[config.mk]
export PLATFORM = sky130hd
export DESIGN_NAME = gshare_pht
export DESIGN_NICKNAME = d
export VERILOG_FILES = /design/src/rtl/gshare_pht_pkg.sv /design/src/rtl/gshare_pht_sat_counter2.sv /design/src/rtl/gshare_pht.sv
export SDC_FILE = /design/constraint.sdc
export NUM_CORES = 1
export LEC_CHECK = 0
export ABC_AREA = 1
export BUFFER_PORTS_ARGS = -buffer_cell sky130_fd_sc_hd__buf_4
export CAP_MARGIN = 20
export CORE_ASPECT_RATIO = 1.5
export CORE_UTILIZATION = 55
export DETAILED_ROUTE_END_ITERATION = 12
export GPL_TIMING_DRIVEN = 0
export PLACE_DENSITY = 0.86
export SLEW_MARGIN = 20
export SYNTH_ARGS = -nofsm -noshare
export SYNTH_HDL_FRONTEND = slang
export SYNTH_SLANG_ARGS = --single-unit
[constraint.sdc]
create_clock -name CLK -period 1.6 [get_ports CLK]
set_clock_uncertainty 0.05 [all_clocks]
set_input_delay 0.08 -clock CLK [delete_from_list [all_inputs] [get_ports CLK]]
set_output_delay 0.08 -clock CLK [all_outputs]
set_load 0.02 [all_outputs]
[src/rtl/gshare_pht_pkg.sv]
// Shared types and constants for the gshare pattern history table.
// Counter encoding: MSB is the predicted direction.
package gshare_pht_pkg;

  typedef logic [1:0] pht_cnt_t;

  localparam pht_cnt_t PHT_STRONG_NT = 2'b00;
  localparam pht_cnt_t PHT_WEAK_NT   = 2'b01;
  localparam pht_cnt_t PHT_WEAK_T    = 2'b10;
  localparam pht_cnt_t PHT_STRONG_T  = 2'b11;
  localparam pht_cnt_t PHT_RESET_VAL = PHT_WEAK_NT;

  localparam logic [15:0] MISPRED_MAX = 16'hFFFF;

endpackage

[src/rtl/gshare_pht_sat_counter2.sv]
// Combinational next-state function of a 2-bit saturating counter:
// taken counts up to strong-taken, not-taken counts down to strong-not-taken.
module sat_counter2
  import gshare_pht_pkg::*;
(
  input  pht_cnt_t cnt,
  input  logic     taken,
  output pht_cnt_t next
);

  // NOTE: next gets a default before the branches so no path leaves it unassigned (no latch).
  always_comb begin
    next = cnt;
    if (taken) begin
      if (cnt != PHT_STRONG_T) next = pht_cnt_t'(cnt + 2'd1);
    end else begin
      if (cnt != PHT_STRONG_NT) next = pht_cnt_t'(cnt - 2'd1);
    end
  end

endmodule

[src/rtl/gshare_pht.sv]
// Pattern history table of 2-bit counters with registered prediction, training
// update, history-register feed and saturating mispredict counter.
// Define GSHARE_XOR_EN to hash the PC index with ghr_in (gshare); otherwise bimodal.
module gshare_pht
  import gshare_pht_pkg::*;
#(
  parameter int HIST_BITS    = 3,
  parameter int PHT_IDX_BITS = 6
) (
  input  logic                    CLK,
  input  logic                    nRST,
  input  logic                    pred_req,
  input  logic [31:0]             pred_pc,
  input  logic [HIST_BITS-1:0]    ghr_in,
  output logic                    pred_valid,
  output logic                    pred_taken,
  output logic [PHT_IDX_BITS-1:0] pred_idx,
  input  logic                    upd_valid,
  input  logic [PHT_IDX_BITS-1:0] upd_idx,
  input  logic                    upd_taken,
  input  logic                    upd_pred_taken,
  output logic                    hist_shift_en,
  output logic                    hist_bit,
  output logic [15:0]             mispred_cnt
);

  localparam int PHT_ENTRIES = 1 << PHT_IDX_BITS;

  pht_cnt_t                  pht [PHT_ENTRIES];
  pht_cnt_t                  upd_next;
  logic [PHT_IDX_BITS-1:0]   req_idx;

`ifdef GSHARE_XOR_EN
  logic [PHT_IDX_BITS-1:0] ghr_ext;
  logic                    unused_pc_bits;

  assign ghr_ext        = PHT_IDX_BITS'(ghr_in);
  assign req_idx        = pred_pc[PHT_IDX_BITS+1:2] ^ ghr_ext;
  assign unused_pc_bits = ^{pred_pc[31:PHT_IDX_BITS+2], pred_pc[1:0]};
`else
  logic unused_pc_bits;

  assign req_idx        = pred_pc[PHT_IDX_BITS+1:2];
  assign unused_pc_bits = ^{pred_pc[31:PHT_IDX_BITS+2], pred_pc[1:0], ghr_in};
`endif

  assign hist_shift_en = upd_valid;
  assign hist_bit      = upd_taken;

  sat_counter2 u_sat (
    .cnt   (pht[upd_idx]),
    .taken (upd_taken),
    .next  (upd_next)
  );

  // NOTE: the table is plain flops, so every entry is reset; an SRAM could not be.
  always_ff @(posedge CLK or negedge nRST) begin
    if (!nRST) begin
      for (int i = 0; i < PHT_ENTRIES; i++) pht[i] <= PHT_RESET_VAL;
    end else if (upd_valid) begin
      pht[upd_idx] <= upd_next;
    end
  end

  // NOTE: non-blocking reads here see the pre-update counter, giving read-before-write.
  always_ff @(posedge CLK or negedge nRST) begin
    if (!nRST) begin
      pred_valid <= 1'b0;
      pred_taken <= 1'b0;
      pred_idx   <= '0;
    end else begin
      pred_valid <= pred_req;
      if (pred_req) begin
        pred_taken <= pht[req_idx][1];
        pred_idx   <= req_idx;
      end
    end
  end

  always_ff @(posedge CLK or negedge nRST) begin
    if (!nRST) begin
      mispred_cnt <= '0;
    end else if (upd_valid && (upd_taken != upd_pred_taken) && (mispred_cnt != MISPRED_MAX)) begin
      mispred_cnt <= mispred_cnt + 16'd1;
    end
  end

endmodule

==> results of run 1 <==
stage by stage:
step	hold slack [ns]	TNS, ns
floorplan	-0.2656	-6.397
global placement	0.1666	-125.98
detailed placement	0.03831	-101.01
CTS	0.06922	-39.10
global route	0.1380	-65.24
finish	0.08662	-56.31
cells by family (layout without fill, tap and decap cells):
| family | count (synthesis) | after routing |
|---|---|---|
| AOI/OAI and AO/OA | 73 | 73 |
| xor gates and xnor gates | 15 | 15 |
| adders and majority gates | 1 | 1 |
| buffers and inverters | 182 | 294 |
| DFF | 152 | 152 |
| and+or+nand+nor | 904 | 906 |
worst paths after layout:
kind                                            from                     endpoint  slack [ns]  cells past startpoint
worst min register to register   pht[48]$_DFFE_PN1P_          pht[48]$_DFFE_PN1P_        0.41                      2
worst max-delay path                      upd_idx[1]         pht[107]$_DFFE_PN0P_       -0.55                      8
min in group asynchronous                       nRST         pht[113]$_DFFE_PN0P_        0.15                      2
worst max register to register  pht[117]$_DFFE_PN0P_          pht[97]$_DFFE_PN0P_       -0.50                     15
max in group asynchronous                       nRST          pht[60]$_DFFE_PN1P_        0.53                      3
worst min-delay path                  upd_pred_taken  mispred_cnt[12]$_DFFE_PN0P_        0.09                      4
area by class of cell:
cell class | count | area (sq um)
Buffer | 54 | 419.2
Clock buffer | 21 | 460.4
Fill cell | 1225 | 4558
Multi-Input combinational cell | 995 | 4622
Tap cell | 203 | 254.0
Timing Repair Buffer | 80 | 739.5
Inverter | 128 | 485.5
Clock inverter | 11 | 196.4
Sequential cell | 152 | 3890
flip-flops by register name, indices dropped and copies added (netlist names):
register	flops
pred_valid	1
pred_taken	1
pht	128
pred_idx	6
mispred_cnt	16
cells in the mapped netlist (6+ instances only):
cell type  instances  area [sq um]
clkbuf_1          16         60.06
a21oi_1           11         55.05
nand3_1           96         480.5
nor2_1           112         420.4
nor3_1            14         70.07
inv_1            124         465.5
buf_6              7         78.83
o21ai_0           45         225.2
xor2_1            10         87.58
nand2_1          665          2496
buf_2             17         85.08
o22ai_1            6         37.54
dfstp_2           64          1682
dfrtp_1           88          2202
o211ai_1           7         52.55
buf_4             11         82.58
worst max-delay path: stages:
cell	delay [ns]
buf_4	0.16
inv_2	0.11
nor2_1	0.49
nand3_1	0.81
nor2_1	0.53
inv_1	0.10
nand2_1	0.07
nand2_1	0.05
power by group:
part	internal [uW]	switching (uW)	leakage (uW)
logic	1050	1640	0.00347
clock network	2860	1690	0.000314
registers	4460	351	0.00184
total	8360	3680	0.00563
metal layers:
layer / part of all wire (%) / up-vias / track usage (%)
met5: 0 / - / 0
met4: 9.7 / 0 / 34.47
met3: 10 / 225 / 7.950
met2: 46 / 645 / 61.97
met1: 34 / 4409 / 42.55
li1: - / 4266 / -
timing repair:
action                                  in CTS  in global routing
endpoints found under the hold margin       80                  0
gates resized for setup                     54                105
hold buffers                                 4                  0
pin swaps                                   14                 59
setup buffers                               17                 13
cloned                                       3                  5
endpoints found under the setup margin     137                137
==> reports/qor_table.md, run 1 <==
| Group | Metric | Reported |
| --- | --- | --- |
| timing | Headroom to the max-slew limit | 38.68% |
| final layout | Final cell count without fillers | 1644 |
| place | Dpl cells | 1570 |
| yosys | Number of instances in the synthesized netlist | 1327 |
| clocking | CTS Root Buffer Type | clkbuf_16 |
| final layout | Top library cells by usage in the layout, fill and taps aside | nand2_1 (591), inv_1 (119), nor2_1 (103), nand3_1 (88), dfrtp_1 (83) |
| yosys | Number of library cell types mapped by synthesis | 31 |
| final layout | Final Net Count | 1476 |
| routing | Wirelength per Cell | 19.29 microns |
| hold path | Type of the tightest min-delay check | input port to register |
| place | Dpl cell area | 0.009470 sq mm |
| setup path | Required time at the endpoint of the critical path | 1.88 ns |
| routing | Wire length reported by the detailed router | 31710 microns |
| clocking | Skew-Pair Late Insertion Delay | 0.45 ns |
| yosys | Combinational family with the most area after synthesis | simple AND/OR/NAND/NOR gates |
| yosys | Number of enable-type register cells in the synthesized netlist | 0 |
| power and ir drop | Areal power density over the cells | 1088 mW/mm^2 |
| clocking | Sinks on the clock net | 152 |
| yosys | Sequential cell area fraction in the yosys report | 44.11% |
| run | MaxCap Viol Count | 0 |
| global routing | Number of global-route vias before repair | 9111 |
| floorplanning | Width of the die | 105.3 microns |
| yosys | Post-synth ARST share | 100.0% |
| place | Half-perimeter wire length of the detailed placement result | 19580 microns |
| routing | Iteration count of the initial detailed-routing pass | 7 |
| setup path | Crit Path Max Fanout | 10 |
| run status | Outcome | complete, but fails checks |
| floorplanning | Cell Rows | 56 |
| power and ir drop | Leakage | 0.005630 uW |
| yosys | Syn. warnings | 0 |
| place | Number of port buffers | 39 |
| final layout | Cell area after layout | 0.01107 sq mm |
| setup path | Kind of end point of the critical path | register |
| yosys | XOR/XNOR share of the synthesized area | 1.492% |
| timing | Least-Margin Pin Slew | 0.9197 ns |
| yosys | Share of synthesized area spent on multiplexers | 0% |
| routing | Vias post-DR | 9545 |
| floorplanning | Die area | 0.01653 sq mm |
| yosys | Synth Area in Compound Gates | 4.434% |
| timing | Unrepaired setup endpoints after global routing | true |
| clocking | Clock buffer count from CTS | 17 |
| yosys | Simple-gate area share of the yosys netlist | 40.74% |
| yosys | Count of state elements after synthesis | 152 |
| yosys | Avg Synthesized Cell Area | 6.635 sq um |
| routing | Vias/cell | 5.806 |
| timing | Total count of max-transition violations in the final report | 0 |
| routing | Remaining design rule violation count | 0 |
| global routing | Largest net degree at the start of global routing | 79 |
| setup path | Arrival time of the worst setup path | 2.43 ns |
| yosys | Synth Area in Adders | 0.1421% |
| timing | Final number of hold-violating endpoints | 0 |
| final layout | Layout overhead on the synthesized area | 25.69% |
| yosys | Cell area after synthesis | 0.008805 sq mm |
| yosys | Net Count, Synth | 1375 |
| place | Worst Setup Slack post-DPL | -0.8421 ns |
| yosys | Primary FF master, synth | dfrtp_1 |
| global routing | Antenna violations before repair | 0 |
| power and ir drop | Final Power | 12040 uW |
| floorplanning | Effective utilization at floorplan | 56.35% |
| timing | Min Clock Period, post-route | 2.149 ns |
| clocking | Largest buffer count on any clock path | 2 |
| routing | Count of antenna-violating nets left after detailed routing | 0 |
| timing | Period utilisation layout | 134.3% |
| floorplanning | Core Footprint | 0.01563 sq mm |
| clocking | Clock transition time at the flip-flop clock pins of the worst setup and hold paths | 0.06 ns |
| setup path | Startpoint type of the worst setup path | input port |
| final layout | Most common library cell in the layout ignoring fill and taps | nand2_1 |
| power and ir drop | Maximum resistive drop on vdd | 0.9748 mV |
| timing | F_max | 465.2 MHz |
| global routing | Combined global-route utilization of all metal layers | 38.30% |
| place | Final weighted congestion of routability-driven global placement | 1.060 |
| global routing | First-pass GRT wire length | 47100 microns |
| routing | DRC marker count from the first detailed-route iteration | 982 |
| final layout | Ant. Diodes | 0 |
| floorplanning | Num ports | 73 |
| clocking | TritonCTS clock tree | yes |
| run status | Violations in the final reports | negative setup slack |
| final layout | Share of cells above drive strength 1 | 22.69% |
| timing | Worst path setup slack after routing | -0.5494 ns |
| clocking | Level count of the clock H-tree | 4 |
| setup path | Critical path type | input port to register |
| global routing | Remaining global-route overflow | 0 |
| floorplanning | Overall die height | 157.0 microns |
| timing | Final-report setup violation count | 131 |
| final layout | Fraction of the core area covered by cells at the end of the flow | 70.83% |
No activity file was read; power rests on OpenSTA's default activity.
==> run 2, diff against run 1 <==
--- a/config.mk
+++ b/config.mk
@@ -9,10 +9,10 @@
 export BUFFER_PORTS_ARGS = -buffer_cell sky130_fd_sc_hd__buf_4
 export CAP_MARGIN = 20
 export CORE_ASPECT_RATIO = 1.5
-export CORE_UTILIZATION = 55
+export CORE_UTILIZATION = 60
 export DETAILED_ROUTE_END_ITERATION = 12
 export GPL_TIMING_DRIVEN = 0
-export PLACE_DENSITY = 0.86
+export PLACE_DENSITY = 0.89
 export SLEW_MARGIN = 20
 export SYNTH_ARGS = -nofsm -noshare
 export SYNTH_HDL_FRONTEND = slang
==> constraint.sdc (replaced) <==
create_clock -name CLK -period 2.1 [get_ports CLK]
set_clock_uncertainty 0.05 [all_clocks]
set_input_delay 0.105 -clock CLK [delete_from_list [all_inputs] [get_ports CLK]]
set_output_delay 0.105 -clock CLK [all_outputs]
set_load 0.02 [all_outputs]
==> run 2 against run 1 <==
Effect of this change:
- the flow now finishes without violations
- via count down 2.3%
- highest routed layer unchanged
- core utilization is 3.7 points higher
- sequential power is 24% lower
- clock-buffer cell count down 1
- clock power decreased by 25%
- power fell by 26%
- non-clock buffer count decreased by 25
- final cell count decreased by 2.2%
- routed wire length fell by 3.5%
==> reports/qor_table.md, run 2 (synthesized netlist as in run 1, its figures left out) <==
| Group | Metric | Reported |
| --- | --- | --- |
| run status | Outcome | complete, no violations |
| final layout | Final cell count without fillers | 1608 |
| setup path | Startpoint type of the worst setup path | register |
| final layout | Most common library cell in the layout ignoring fill and taps | nand2_1 |
| power and ir drop | Maximum resistive drop on vdd | 1.004 mV |
| setup path | Cell-by-cell trace of the critical path | nand2_1, o21ai_1, nand2_1, nand2_1, nand2_1, nand2_1, nand2_1, nand2_1, nor2_2, nand2_2, nand2_8, nand2_8, clkbuf_16, nand3_2, nand2_1 |
| routing | Wirelength per Cell | 19.03 microns |
| timing | Min Clock Period, post-route | 2.082 ns |
| routing | Vias/cell | 5.797 |
| routing | Remaining design rule violation count | 0 |
| setup path | Slowest stage delay, CP | 0.43 ns |
| floorplanning | Overall die height | 150.4 microns |
| setup path | Setup slack of the most critical reg-to-reg path | 0.02 ns |
| floorplanning | Width of the die | 100.9 microns |
| clocking | Skew-Pair Late Insertion Delay | 0.45 ns |
| timing | Unrepaired setup endpoints after global routing | true |
| final layout | Max FFs per register | 128 |
| final layout | Final Net Count | 1451 |
| setup path | Crit Path Max Fanout | 8 |
| place | Dpl cell area | 0.009373 sq mm |
| final layout | Top register by number of flip-flops | pht |
| global routing | Number of global-route vias before repair | 8743 |
| setup path | Most repeated library cell on the critical path | nand2_1 |
| place | Dpl cells | 1559 |
| floorplanning | Cell Rows | 53 |
| setup path | Critical path type | register to register |
| final layout | Total area of multi-input combinational cells | 0.004374 sq mm |
| setup path | Worst r2r path cells | 15 |
| timing | Final number of hold-violating endpoints | 0 |
| floorplanning | Effective utilization at floorplan | 62.04% |
| final layout | Fraction of the core area covered by cells at the end of the flow | 74.55% |
| global routing | First-pass GRT wire length | 44950 microns |
| hold path | Min-delay src | upd_pred_taken |
| setup path | Launch instance of the worst register-to-register path | pht[117]$_DFFE_PN0P_ |
| place | Half-perimeter wire length of the detailed placement result | 19980 microns |
| final layout | Layout overhead on the synthesized area | 20.15% |
| routing | Iteration count of the initial detailed-routing pass | 7 |
| timing | Least-Margin Pin Slew | 0.7804 ns |
| floorplanning | Die area | 0.01517 sq mm |
| final layout | Ant. Diodes | 0 |
| routing | DRC marker count from the first detailed-route iteration | 1021 |
| run | MaxCap Viol Count | 0 |
| power and ir drop | Leakage | 0.005325 uW |
| final layout | Combined flip-flop and latch cell area | 0.003884 sq mm |
| timing | Total count of max-transition violations in the final report | 0 |
| hold path | Type of the tightest min-delay check | input port to register |
| global routing | Remaining global-route overflow | 0 |
| place | Number of port buffers | 39 |
| clocking | Clock buffer count from CTS | 17 |
| hold path | Hold Crit Endpoint | mispred_cnt[0]$_DFFE_PN0P_ |
| routing | Wire length reported by the detailed router | 30600 microns |
| setup path | Destination of the worst register-to-register timing path | pht[113]$_DFFE_PN0P_ |
| hold path | Number of cells on the worst hold path | 4 |
| final layout | Cell area after layout | 0.01058 sq mm |
| timing | Min Hold Slack | 0.03931 ns |
| setup path | Arrival time of the worst setup path | 2.36 ns |
| clocking | Sinks on the clock net | 152 |
| place | Final weighted congestion of routability-driven global placement | 1.043 |
| routing | Count of antenna-violating nets left after detailed routing | 0 |
| floorplanning | Num ports | 73 |
| timing | Headroom to the max-slew limit | 47.83% |
| timing | Final-report setup violation count | 0 |
| global routing | Antenna violations before repair | 0 |
| final layout | Share of cells above drive strength 1 | 16.88% |
| power and ir drop | Areal power density over the cells | 839.3 mW/mm^2 |
| final layout | Top library cells by usage in the layout, fill and taps aside | nand2_1 (656), inv_1 (124), nor2_1 (110), dfrtp_1 (88), nand3_1 (67) |
| routing | Vias post-DR | 9322 |
| setup path | Kind of end point of the critical path | register |
| power and ir drop | Final Power | 8879 uW |
| timing | F_max | 480.3 MHz |
| clocking | Level count of the clock H-tree | 4 |
| final layout | Registers with the highest flip-flop counts | pht x128, mispred_cnt x16, pred_idx x6 |
| clocking | Clock transition time at the flip-flop clock pins of the worst setup and hold paths | 0.06 ns |
| clocking | Largest buffer count on any clock path | 2 |
| global routing | Largest net degree at the start of global routing | 84 |
| setup path | Required time at the endpoint of the critical path | 2.38 ns |
| floorplanning | Core Footprint | 0.01419 sq mm |
| global routing | Combined global-route utilization of all metal layers | 40.42% |
| clocking | TritonCTS clock tree | yes |
| clocking | CTS Root Buffer Type | clkbuf_16 |
| final layout | Fill cell total of the finished layout | 1126 |
| setup path | Worst path slowest cell | dfrtp_1 |
| timing | Period utilisation layout | 99.15% |
run 2: power by group:
part	total [uW]	leakage [uW]	switching [uW]	internal, uW
logic	1840	0.00317	1160	683
clock network	3390	0.000305	1320	2070
registers	3650	0.00185	257	3390
total	8880	0.00532	2740	6140
run 2: per-layer routing:
layer	track usage [%]	up-vias	share of wire, %
met4	31.67	0	8.7
met5	0	-	0
li1	-	4217	-
met3	8.914	204	10
met1	46.04	4242	35
met2	65.41	659	46
run 2: critical path: cells and delay by family (launching register included):
kind	cells	cell delay (ns)
buffers and inverters	1	0.21
AOI/OAI and AO/OA	1	0.10
DFF	1	0.43
and+or+nand+nor	13	1.17
run 2: cell type report:
class	count	share of cell area (%)
multi-input combinational	995	41.35
sequential	152	36.71
timing repair buffer	55	5.062
inverter	128	4.542
clock buffer	20	4.317
buffer	54	3.962
tap	192	2.271
clock inverter	12	1.786
run 2: metrics by stage:
stage,TNS [ns],worst slack (ns)
6_report,0,0.01779
5_1_grt,-1.773,-0.04986
4_1_cts,0,0.005400
3_5_place_dp,-48.51,-0.4275
3_3_place_gp,-42.91,-0.3746
2_1_floorplan,0,0.2992
run 2: what timing repair did:
| item | 4_1_cts | 5_1_grt |
|---|---|---|
| gates resized for setup | 5 | 85 |
| hold endpoints to repair | 75 | 0 |
| buffers inserted | 0 | 6 |
| pin swaps | 0 | 25 |
| endpoints found under the setup margin | 53 | 123 |
| gates cloned | 0 | 6 |
| hold buffers | 5 | 0 |
run 2: how the worst max path moves through the flow:
stage	start	depth (start not counted)	endpoint	slack, ns
after floorplan	mispred_cnt[0]$_DFFE_PN0P_	9	mispred_cnt[15]$_DFFE_PN0P_	0.30
after global placement	upd_idx[0]	18	pht[29]$_DFFE_PN0P_	-0.37
after detailed placement	upd_idx[0]	18	pht[123]$_DFFE_PN0P_	-0.43
after CTS	pht[47]$_DFFE_PN0P_	11	pht[103]$_DFFE_PN0P_	0.005
after global routing	pht[88]$_DFFE_PN1P_	16	pht[104]$_DFFE_PN1P_	-0.05
final	pht[117]$_DFFE_PN0P_	15	pht[113]$_DFFE_PN0P_	0.02
==> run 3, diff against run 2 <==
--- a/config.mk
+++ b/config.mk
@@ -6,13 +6,14 @@
 export NUM_CORES = 1
 export LEC_CHECK = 0
 export ABC_AREA = 1
-export BUFFER_PORTS_ARGS = -buffer_cell sky130_fd_sc_hd__buf_4
 export CAP_MARGIN = 20
 export CORE_ASPECT_RATIO = 1.5
+export CORE_MARGIN = 10
 export CORE_UTILIZATION = 60
 export DETAILED_ROUTE_END_ITERATION = 12
+export DONT_BUFFER_PORTS = 1
 export GPL_TIMING_DRIVEN = 0
-export PLACE_DENSITY = 0.89
+export PLACE_DENSITY_LB_ADDON = 0.3
 export SLEW_MARGIN = 20
 export SYNTH_ARGS = -nofsm -noshare
 export SYNTH_HDL_FRONTEND = slang
==> run 3 against run 2 <==
Effect of this change:
- the run now ends with negative hold slack left
- core utilization decreased by 6.0 points
- via count down 4.6%
- first-iteration DRC count is 2.9% lower
- critical path depth shrank 2
- die area rose by 32%
- design area is 6.3% lower
- clock-buffer cell count is 1 lower
- global-route usage shrank 12 points
- routed wire length decreased by 4.9%
- power down 6.1%
- clock power decreased by 5%
- critical endpoint is now pht[100]$_DFFE_PN1P_
==> reports/qor_table.md, run 3 (synthesized netlist as in run 1, its figures left out) <==
| Group | Metric | Reported |
| --- | --- | --- |
| run status | Outcome | complete, but fails checks |
| run status | Violations in the final reports | negative hold slack |
| floorplanning | Effective utilization at floorplan | 60.89% |
| run | MaxCap Viol Count | 0 |
| timing | Min Clock Period, post-route | 2.052 ns |
| power and ir drop | Areal power density over the cells | 841.5 mW/mm^2 |
| final layout | Ant. Diodes | 0 |
| routing | Wire length reported by the detailed router | 29110 microns |
| timing | Total count of max-transition violations in the final report | 0 |
| floorplanning | Overall die height | 168.4 microns |
| place | Final weighted congestion of routability-driven global placement | 1.006 |
| timing | Worst path setup slack after routing | 0.04775 ns |
| setup path | Startpoint type of the worst setup path | register |
| final layout | Total area of multi-input combinational cells | 0.004219 sq mm |
| clocking | Skew-Pair Late Insertion Delay | 0.43 ns |
| timing | Headroom to the max-slew limit | 45.69% |
| global routing | Number of global-route vias before repair | 8534 |
| power and ir drop | Power dissipated by switching net loads | 2523 uW |
| clocking | TritonCTS clock tree | yes |
| global routing | Antenna violations before repair | 0 |
| setup path | Arrival time of the worst setup path | 2.37 ns |
| routing | Remaining design rule violation count | 0 |
| place | Half-perimeter wire length of the detailed placement result | 19440 microns |
| power and ir drop | Maximum resistive drop on vdd | 0.5953 mV |
| global routing | Met2 layer usage reported by global route | 45.41% |
| place | Number of port buffers | 0 |
| global routing | M1 GR Usage | 32.72% |
| final layout | Combined flip-flop and latch cell area | 0.003886 sq mm |
| routing | Vias post-DR | 8891 |
| setup path | Cell-by-cell trace of the critical path | or2_2, nand3_1, nand2_1, o21ai_1, nand2_1, nor2_2, nand2_2, nand2_8, buf_12, nand2_4, buf_6, nand2_1, nand2_1 |
| floorplanning | Cell Rows | 54 |
| routing | Wirelength per Cell | 18.59 microns |
| final layout | Top register by number of flip-flops | pht |
| final layout | Registers with the highest flip-flop counts | pht x128, mispred_cnt x16, pred_idx x6 |
| floorplanning | Core Footprint | 0.01446 sq mm |
| timing | Final number of hold-violating endpoints | 152 |
| setup path | Worst path slowest cell | dfrtp_1 |
| routing | DRC marker count from the first detailed-route iteration | 991 |
| routing | Vias/cell | 5.678 |
| floorplanning | Num ports | 73 |
| floorplanning | Die area | 0.02002 sq mm |
| routing | Iteration count of the initial detailed-routing pass | 7 |
| timing | F_max | 487.3 MHz |
| clocking | Clock transition time at the flip-flop clock pins of the worst setup and hold paths | 0.07 ns |
| global routing | Combined global-route utilization of all metal layers | 28.56% |
| global routing | Largest net degree at the start of global routing | 153 |
| setup path | Slowest stage delay, CP | 0.42 ns |
| hold path | Type of the tightest min-delay check | input port to async pin |
| final layout | Max FFs per register | 128 |
| setup path | Cell family with most CP delay | simple AND/OR/NAND/NOR gates |
| clocking | Largest buffer count on any clock path | 2 |
| global routing | First-pass GRT wire length | 44860 microns |
| final layout | Most common library cell in the layout ignoring fill and taps | nand2_1 |
| timing | Final-report setup violation count | 0 |
| final layout | Layout overhead on the synthesized area | 12.53% |
| setup path | Worst Path Buf+Inv | 2 |
| global routing | Met3 routing resource usage after global routing | 6.964% |
| timing | Least-Margin Pin Slew | 0.8146 ns |
| power and ir drop | Share of total power in the clock network | 38.8% |
| final layout | Final Net Count | 1405 |
| power and ir drop | Combinational group share of total power | 16.4% |
| clocking | Level count of the clock H-tree | 4 |
| power and ir drop | Net switching share of the total power | 30.26% |
| timing | Total negative slack | 0 ns |
| floorplanning | Width of the die | 118.9 microns |
| final layout | Share of cells above drive strength 1 | 11.53% |
| timing | Min Hold Slack | -0.6854 ns |
| setup path | Kind of end point of the critical path | register |
| global routing | Busiest layer in global routing | met2 |
| power and ir drop | Leakage | 0.005025 uW |
| setup path | Crit Path Max Fanout | 10 |
| clocking | Clock buffer count from CTS | 17 |
| setup path | Critical path type | register to register |
| routing | Count of antenna-violating nets left after detailed routing | 0 |
| timing | Unrepaired setup endpoints after global routing | true |
| final layout | Fill cell total of the finished layout | 1300 |
| place | Worst Setup Slack post-DPL | -0.2512 ns |
| final layout | Fraction of the core area covered by cells at the end of the flow | 68.53% |
| timing | Period utilisation layout | 97.73% |
| setup path | Required time at the endpoint of the critical path | 2.42 ns |
| power and ir drop | Internal | 5815 uW |
| final layout | Top library cells by usage in the layout, fill and taps aside | nand2_1 (660), inv_1 (124), nor2_1 (110), nand3_1 (95), dfrtp_1 (86) |
| setup path | Most repeated library cell on the critical path | nand2_1 |
| clocking | CTS Root Buffer Type | clkbuf_16 |
| power and ir drop | Portion of total power attributed to sequential cells | 44.8% |
| clocking | Sinks on the clock net | 152 |
| global routing | Remaining global-route overflow | 0 |
-- run 3: routing by layer --
metal / vias to the layer above / share of wire (%)
met2: 473 / 46
met3: 149 / 10
met4: 0 / 7.5
met1: 4146 / 37
met5: - / 0
li1: 4123 / -
-- run 3: power by group through the flow --
stage          registers (uW)  clock network [uW]  logic (uW)
6_report                 3730                3230        1370
3_3_place_gp             3760                   0        1200
3_5_place_dp             3760                   0        1230
4_1_cts                  3730                3240        1250
5_1_grt                  3770                3360        1510
2_1_floorplan            3680                   0         903
-- run 3: path summary, 6_finish.rpt --
check / slack [ns] / cells past startpoint / to / start
max in group asynchronous: 2.25 / 0 / pht[0]$_DFFE_PN1P_ / nRST
min in group CLK: 0.02 / 4 / mispred_cnt[0]$_DFFE_PN0P_ / upd_valid
min reg2reg: 0.42 / 2 / pht[22]$_DFFE_PN1P_ / pht[22]$_DFFE_PN1P_
max: 0.05 / 13 / pht[100]$_DFFE_PN1P_ / pht[47]$_DFFE_PN0P_
min: -0.69 / 0 / pht[113]$_DFFE_PN0P_ / nRST
max reg2reg: 0.05 / 13 / pht[100]$_DFFE_PN1P_ / pht[47]$_DFFE_PN0P_
-- run 3: cell type report --
cell class	instances	area share, %
multi-input combinational	995	42.58
sequential	152	39.22
inverter	128	4.849
clock buffer	19	4.571
buffer	54	3.687
tap	196	2.475
clock inverter	13	1.654
timing repair buffer	9	0.9597
-- run 3: metrics by stage --
stage | power (uW) | area [sq um] | cells | hold slack, ns
2_1_floorplan | 4578 | 8805 | 1327 | -0.2406
5_1_grt | 8641 | 9908 | 1566 | -0.6952
3_5_place_dp | 4989 | 9050 | 1523 | -0.2344
4_1_cts | 8207 | 9712 | 1559 | -0.6854
3_3_place_gp | 4954 | 9050 | 1523 | -0.2343
6_report | 8338 | 9908 | 1566 | -0.6854
-- run 3: what timing repair did --
| item | 4_1_cts | 5_1_grt |
|---|---|---|
| hold buffers | 4 | 2 |
| hold endpoints to repair | 159 | 156 |
| gates cloned | 0 | 2 |
| pin swaps | 0 | 7 |
| setup endpoints to repair | 3 | 122 |
| gates resized for setup | 3 | 34 |
| buffers inserted | 0 | 3 |
